[src/rtl/fetch_sequencer.sv]
// Instruction fetch: issues PCs to a 1-cycle sync imem, pairs returned word with its PC for IF/ID.
// Latency 1 cycle (address at edge N, word in cycle N+1); stall replays the held address, redirect squashes.
module fetch_sequencer #(
  parameter logic [31:0] RESET_PC   = 32'h0000_0000,
  parameter int unsigned PROG_BYTES = 104
) (
  input  logic        clk,
  input  logic        rst,
  input  logic        start,
  input  logic        stall,
  input  logic        redirect,
  input  logic [31:0] redirect_pc,
  output logic [31:0] imem_pc,
  input  logic [31:0] imem_instr,
  output logic [31:0] if_pc,
  output logic [31:0] if_instr,
  output logic        if_valid,
  output logic        halted,
  output logic [31:0] fetch_count
);

  typedef enum logic [1:0] {IDLE, RUN, HALT} state_t;

  localparam logic [31:0] PROG_END = 32'(PROG_BYTES);

  state_t      state_q, state_d;
  logic [31:0] pc_q, pc_d;
  logic [31:0] req_pc_q, req_pc_d;
  logic        req_valid_q, req_valid_d;
  logic [31:0] fetch_count_q, fetch_count_d;
  logic [31:0] tgt;
  logic        active;
  logic        accept;

  always_comb begin
    tgt      = {redirect_pc[31:2], 2'b00};
    active   = (state_q != IDLE);
    if_valid = req_valid_q & ~redirect;
    accept   = if_valid & ~stall;

    if (redirect && active) begin
      imem_pc = tgt;
    end else if (stall && state_q == RUN) begin
      imem_pc = req_pc_q;
    end else begin
      imem_pc = pc_q;
    end

    state_d       = state_q;
    pc_d          = pc_q;
    req_pc_d      = req_pc_q;
    req_valid_d   = req_valid_q;
    fetch_count_d = accept ? fetch_count_q + 32'd1 : fetch_count_q;

    case (state_q)
      IDLE: begin
        if (start) begin
          req_pc_d    = pc_q;
          req_valid_d = 1'b1;
          pc_d        = pc_q + 32'd4;
          state_d     = RUN;
        end
      end
      RUN, HALT: begin
        // A redirect outranks stall and is also the only way out of HALT.
        if (redirect) begin
          if (tgt < PROG_END) begin
            req_pc_d    = tgt;
            req_valid_d = 1'b1;
            pc_d        = tgt + 32'd4;
            state_d     = RUN;
          end else begin
            req_valid_d = 1'b0;
            pc_d        = tgt;
            state_d     = HALT;
          end
        end else if (state_q == RUN && !stall) begin
          if (pc_q < PROG_END) begin
            req_pc_d    = pc_q;
            req_valid_d = 1'b1;
            pc_d        = pc_q + 32'd4;
          end else begin
            req_valid_d = 1'b0;
            state_d     = HALT;
          end
        end
      end
      default: state_d = IDLE;
    endcase
  end

  always_ff @(posedge clk) begin
    if (rst) begin
      state_q       <= IDLE;
      pc_q          <= RESET_PC;
      req_pc_q      <= RESET_PC;
      req_valid_q   <= 1'b0;
      fetch_count_q <= 32'd0;
    end else begin
      state_q       <= state_d;
      pc_q          <= pc_d;
      req_pc_q      <= req_pc_d;
      req_valid_q   <= req_valid_d;
      fetch_count_q <= fetch_count_d;
    end
  end

  assign if_pc       = req_pc_q;
  assign if_instr    = imem_instr;
  assign halted      = (state_q == HALT);
  assign fetch_count = fetch_count_q;

endmodule
[config.mk]
export PLATFORM = sky130hd
export DESIGN_NAME = fetch_sequencer
export DESIGN_NICKNAME = d
export VERILOG_FILES = /design/src/rtl/fetch_sequencer.sv
export SDC_FILE = /design/constraint.sdc
export NUM_CORES = 1
export LEC_CHECK = 0
export BUFFER_PORTS_ARGS = -buffer_cell sky130_fd_sc_hd__buf_2
export CORE_UTILIZATION = 45
export DETAILED_ROUTE_END_ITERATION = 10
export PLACE_DENSITY = 0.79
export REMOVE_ABC_BUFFERS = 1
export SYNTH_ARGS = -nofsm -noshare
export SYNTH_HDL_FRONTEND = slang
export SYNTH_SLANG_ARGS = --single-unit
[constraint.sdc]
create_clock -name clk -period 2 [get_ports clk]
set_input_delay 0.3 -clock clk [delete_from_list [all_inputs] [get_ports clk]]
set_output_delay 0.3 -clock clk [all_outputs]
set_load 0.02 [all_outputs]
# Word-level counts from Yosys, hierarchy flattened
# Cells that the tools add are included.
[word_totals]
regBits = 99
word_cells = 59
input_bits = 69
[classes]
order_cmp = 2
mux = 26
n_addsub = 3
n_eq_ne = 7
bitwise_logic = 4
n_reduce_logical = 12
[op_table]
columns = ["operator", "n"]
rows = [
  ["32-bit two-way mux", 12],
  ["32-bit one-hot mux with 2 select lines", 2],
  ["32-bit by 3-bit adder with 32-bit output (second input constant)", 2],
  ["32-bit by 7-bit less-than comparator with 1-bit output (second input constant)", 2],
  ["32-bit by 1-bit adder with 32-bit output (second input constant)", 1],
  ["3-bit inequality test (second input constant)", 4],
  ["2-bit two-way mux", 5],
  ["3-bit AND reduction", 2],
  ["1-bit two-way mux", 5],
  ["5-bit AND reduction", 1],
  ["2-bit one-hot mux with 2 select lines", 1],
  ["4-bit AND reduction", 1],
  ["2-bit nonzero test", 2],
  ["1-bit logical AND", 3],
  ["1-bit bitwise AND", 2],
  ["2-bit by 1-bit equality test with 1-bit output (second input constant)", 1],
  ["2-bit equality test (second input constant)", 1],
  ["2-bit zero test", 1],
  ["2-bit inequality test (second input constant)", 1],
  ["1-bit inverter", 2],
  ["1-bit one-hot mux with 2 select lines", 1],
  ["2-bit OR reduction", 1],
  ["1-bit zero test", 1],
]

# Logic depth before layout (Yosys ltp)
[depth]
ltp_word = 5
mapped_depth = 10
depth_no_buf = 8

# Worst setup path before layout
# No wires, ideal clock.
[synth_path]
path_type = "register to output"
from = "reg state_q[0]"
to = "out imem_pc[1]"
arrival_ns = 1.841
path_slack_ns = -0.141
stages_incl_launch_ff = 8
path_buffers = 3
t_required_ns = 1.700
cell_sequence = "dfxtp_1 -> inv_1 -> ha_1 -> nor2b_1 -> clkbuf_1 -> clkbuf_1 -> nor3b_1 -> buf_4"
[synth_via]
elab_chain_cells = 4
[synth_rtl]
columns = ["element", "line_no", "text"]
rows = [
  ["from (decl)", "26", "state_t state_q, state_d;"],
  ["from (signal assigned)", "100", "state_q <= state_d;"],
  ["2-bit by 1-bit equality test with 1-bit output", "43", "end else if (stall && state_q == RUN) begin"],
  ["1-bit logical AND", "43", ""],
  ["32-bit two-way mux", "43", ""],
  ["32-bit two-way mux *", "41", "if (redirect && active) begin"],
  ["to (decl)", "13", "output logic [31:0] imem_pc,"],
]
# Every way passes the cells marked *; elsewhere a longest branch is shown, timed or not.

# Worst setup path after layout
[layout_path]
from = "reg state_q[0]"
to = "reg req_pc_q[29], in the netlist if_pc[29]"
[layout_via]
elab_chain_cells = 4
[layout_rtl]
columns = ["element", "line_no", "text"]
rows = [
  ["2-bit equality test or 2-bit by 1-bit equality test with 1-bit output (tied branches)", "55, 77", ""],
  ["2-bit OR reduction or 1-bit logical AND (tied branches)", "55, 77", ""],
  ["3-bit inequality test (no source line) or 2-bit nonzero test (tied branches)", "-", ""],
  ["5-bit AND reduction (no source line)", "-", ""],
  ["to (signal assigned)", "102", "req_pc_q <= req_pc_d;"],
  ["to (decl)", "28", "logic [31:0] req_pc_q, req_pc_d;"],
]
# Several ways; a longest one is shown, not always the timed one.
# A chain may end at the register's enable or synchronous reset.

==> flow_summary.ini <==
[status]
result_of_the_run = complete, but fails checks
failing_checks = setup timing

[global_route]
grt.met1_usage_pct = 36.6
gr-max-usage-layer = met2
globalRouteMet3Util_pct = 7.58
grt_antenna_before_repair = 0
grt_remaining_overflow = 0
grt_first_pass_wirelength_mm = 30.9
use_met2_pct = 42.8
gr-usage-all-layers_pct = 27.5
largest_net_degree_at_the_start_of_global_routing = 36
number_of_global_route_vias_before_repair = 5964

[floorplan]
floorplan.io_pins = 199
die_area_um2 = 14100
start_util_pct = 46.2
die-width_um = 119
dieHeight_um = 119
row_count = 42
fp.coreArea_um2 = 13200

[clock_tree]
clock-sinks = 96
cts_tree = yes
h_tree_lvls = 3
clock-root-buffer = clkbuf_16
clock_insertion_delay_worst_skew_ns = 0.35
cts_max_path_buffers = 2
worst_setup_hold_path_clk_slew_ns = 0.07
cts_made_buffers = 9

[route]
routed_wire_length_per_instance_um = 20.1
totalWireLength_mm = 23.3
drt_drc_violations_left = 0
dr.first_iter.drc_count = 963
num_vias = 7004
postRouteAntennaNets = 0
number_of_detailed_route_iterations_in_the_first_pass = 7
drt-vias-per-instance = 6.05

[place]
placed_cells_incl_taps = 1109
dp_worst_setup_slack_ns = -0.144
hpwl_mm = 13.5
gp_congestion = 0.896
io_buffers = 132

[power]
power_leakage_nw = 3.83
power.density_cell_area_nw_per_um2 = 1530
net-switching-power_w = 0.00589
p_clk_share_pct = 13.5
combinationalPowerShare_pct = 67.3
vdd.ir_drop.worst_mv = 0.923
p_int_w = 0.00756
fin_total_pwr_w = 0.0134
swShare_pct = 43.8
power_frac_seq_pct = 19.2

[sta]
finalWorstPathRequiredPeriod_ns = 2.18
setup_slack_ns = -0.183
rsz_0062_raised_after_global_routing = true
clock_skews_ns = 0.00888
finalSetupTns_ns = -4.97
timing_hold_violations_final = 0
final-setup-viol-count = 70
final-max-slew-violation-count = 0
fmax_ghz = 0.458
finalCritPeriodShare_pct = 109
relSlewSlack_pct = 72.3
worstMarginPinSlew_ns = 0.412
worst_hold_slack_ns = 0.281

[yosys]
yosys_register_bits = 96
post_synth.cell_area_avg_um2 = 7.85
synth_warn = 0
netlist_area_um2 = 6120
ys_seq_area_share_pct = 31.4
synthDistinctLibCells = 61
synth_enable_flop_cells = 0
postSynth.asyncResetShare_pct = 0
postSynth.topFlopCell = dfxtp_1
syn-instance-count = 780

[cells_and_area]
antenna_cells = 0
final_layout_size_suffix_gt1_share_pct = 42.4
areaGrowthSynthToFinish_pct = 43.6
final_cell_count_no_fill = 1158
nNetsFinal = 1053

[min_path]
timing.hold.worst.class = in2reg
worst_hold_path.num_cells = 3

[worst_setup_path]
kind_of_end_point_of_the_critical_path = register
path_class = reg2reg
r2r-end = if_pc[29]$_SDFFE_PP0P_
worst_r2r_startpoint = state_q[0]$_SDFFE_PP0P_
timing.critical_path.from_type = register
critical_path.startpoint = state_q[0]$_SDFFE_PP0P_
critPathRequiredTime_ns = 2.24
setup.reg_to_reg.worst_slack_ns = -0.18
worst-path-max-fanout = 10
cp-endpoint = if_pc[29]$_SDFFE_PP0P_
arrival_time_reported_for_the_critical_path_endpoint_ns = 2.43
worst-r2r-cell-count = 11

[job]
timing.max_cap.violations = 0
layout by cell type, fill, tap and decap left out, types with 7 or more instances in the layout:
cell         n
a211oi_2     9
a21oi_1     33
a21oi_2      7
a311oi_2    22
a31oi_1      8
and3_1      12
buf_12      13
buf_2      112
buf_4      123
buf_6       21
clkbuf_16   18
dfxtp_1     92
mux2i_1     30
nand2_1    106
nand2_2     12
nand3_1     20
nand4_1     18
nor2_1      91
nor3_1       9
nor4_1      12
o21ai_0     14
o21ai_1     34
o21ai_2     11
xnor2_1      9
xor2_1      23
synthesized netlist by cell type (12+ instances only):
cell / number / share of area [%]
buf_2: 14 / 1.1
buf_4: 38 / 4.7
nand4_1: 18 / 1.8
a311oi_2: 22 / 5.4
and3_1: 12 / 1.2
nor4_1: 16 / 1.6
clkbuf_1: 35 / 2.1
nor2_1: 94 / 5.8
nand2_1: 120 / 7.4
mux2i_1: 34 / 5.6
o21ai_0: 58 / 4.7
a21oi_1: 40 / 3.3
dfxtp_1: 96 / 31
nand3_1: 22 / 1.8
xor2_1: 23 / 3.3
timing repair:
| action | 4_1_cts | 5_1_grt |
|---|---|---|
| setup buffers | 5 | 13 |
| cloned | 4 | 11 |
| endpoints found under the setup margin | 87 | 102 |
| gates resized for setup | 48 | 139 |
| pin swaps | 3 | 29 |
| hold buffers | 0 | 0 |
per-stage QoR:
stage	area [um^2]	utilization, %
2_1_floorplan	5570	-
3_3_place_gp	7460	56.3
3_5_place_dp	7460	56.3
4_1_cts	8050	60.8
5_1_grt	8790	66.4
6_report	8790	66.4
layer usage:
layer / share of wire [%] / wire, um
met3: 12 / 2700
met5: 0 / 0
met1: 39 / 9070
met2: 45 / 10600
met4: 4.0 / 930
worst max-delay path, stage by stage, from the launching register on:
cell and delay, ns:
dfxtp_2 0.35, buf_6 0.11, ha_4 0.13, buf_4 0.10, nor2b_4 0.15, nor2_2 0.05
a211oi_2 0.20, buf_4 0.17, o211a_4 0.27, buf_12 0.16, nor2_1 0.08, a311oi_2 0.32
area by class of cell:
| class | instances | area, um^2 |
|---|---|---|
| Fill cell | 960 | 4450 |
| Multi-Input combinational cell | 581 | 3990 |
| Timing Repair Buffer | 283 | 2330 |
| Sequential cell | 96 | 1930 |
| Clock buffer | 14 | 264 |
| Tap cell | 176 | 220 |
| Clock inverter | 2 | 37.5 |
| Inverter | 6 | 25.0 |
worst min-delay path by stage:
stage / end / from / slack (ns)
finish: if_pc[6]$_SDFFE_PP0P_ / redirect_pc[6] / 0.28
floorplan: if_pc[15]$_SDFFE_PP0P_ / rst / 0.36
global route: if_pc[6]$_SDFFE_PP0P_ / redirect_pc[6] / 0.28
CTS: if_pc[6]$_SDFFE_PP0P_ / redirect_pc[6] / 0.28
detailed placement: if_pc[1]$_SDFFE_PP0P_ / if_pc[1]$_SDFFE_PP0P_ / 0.49
global placement: if_pc[1]$_SDFFE_PP0P_ / if_pc[1]$_SDFFE_PP0P_ / 0.49
cells by family (layout without fill, tap and decap cells):
family          after synthesis  count (layout)  share of synthesized area (%)
simple gates                332             332                           26.4
compound gates              175             175                           21.0
buf+inv                     103             305                           9.44
flops                        96              96                           31.4
mux                          35              35                           5.74
xor+xnor                     32              32                           4.58
fa+ha+maj                     7               7                           1.43
registers in the layout, summed over array words and instances, names as in the netlist:
signal / count
fetch_count: 32
if_pc: 31
pc_q: 30
req_valid_q: 1
state_q: 2
power groups by stage:
stage | Combinational, W | Clock (W) | Sequential, W
finish | 0.00906 | 0.00181 | 0.00258
global route | 0.00945 | 0.00191 | 0.00260
CTS | 0.00663 | 0.00179 | 0.00252
detailed placement | 0.00606 | 0 | 0.00256
global placement | 0.00596 | 0 | 0.00255
floorplan | 0.00311 | 0 | 0.00318
No activity file was read; power rests on OpenSTA's default activity.
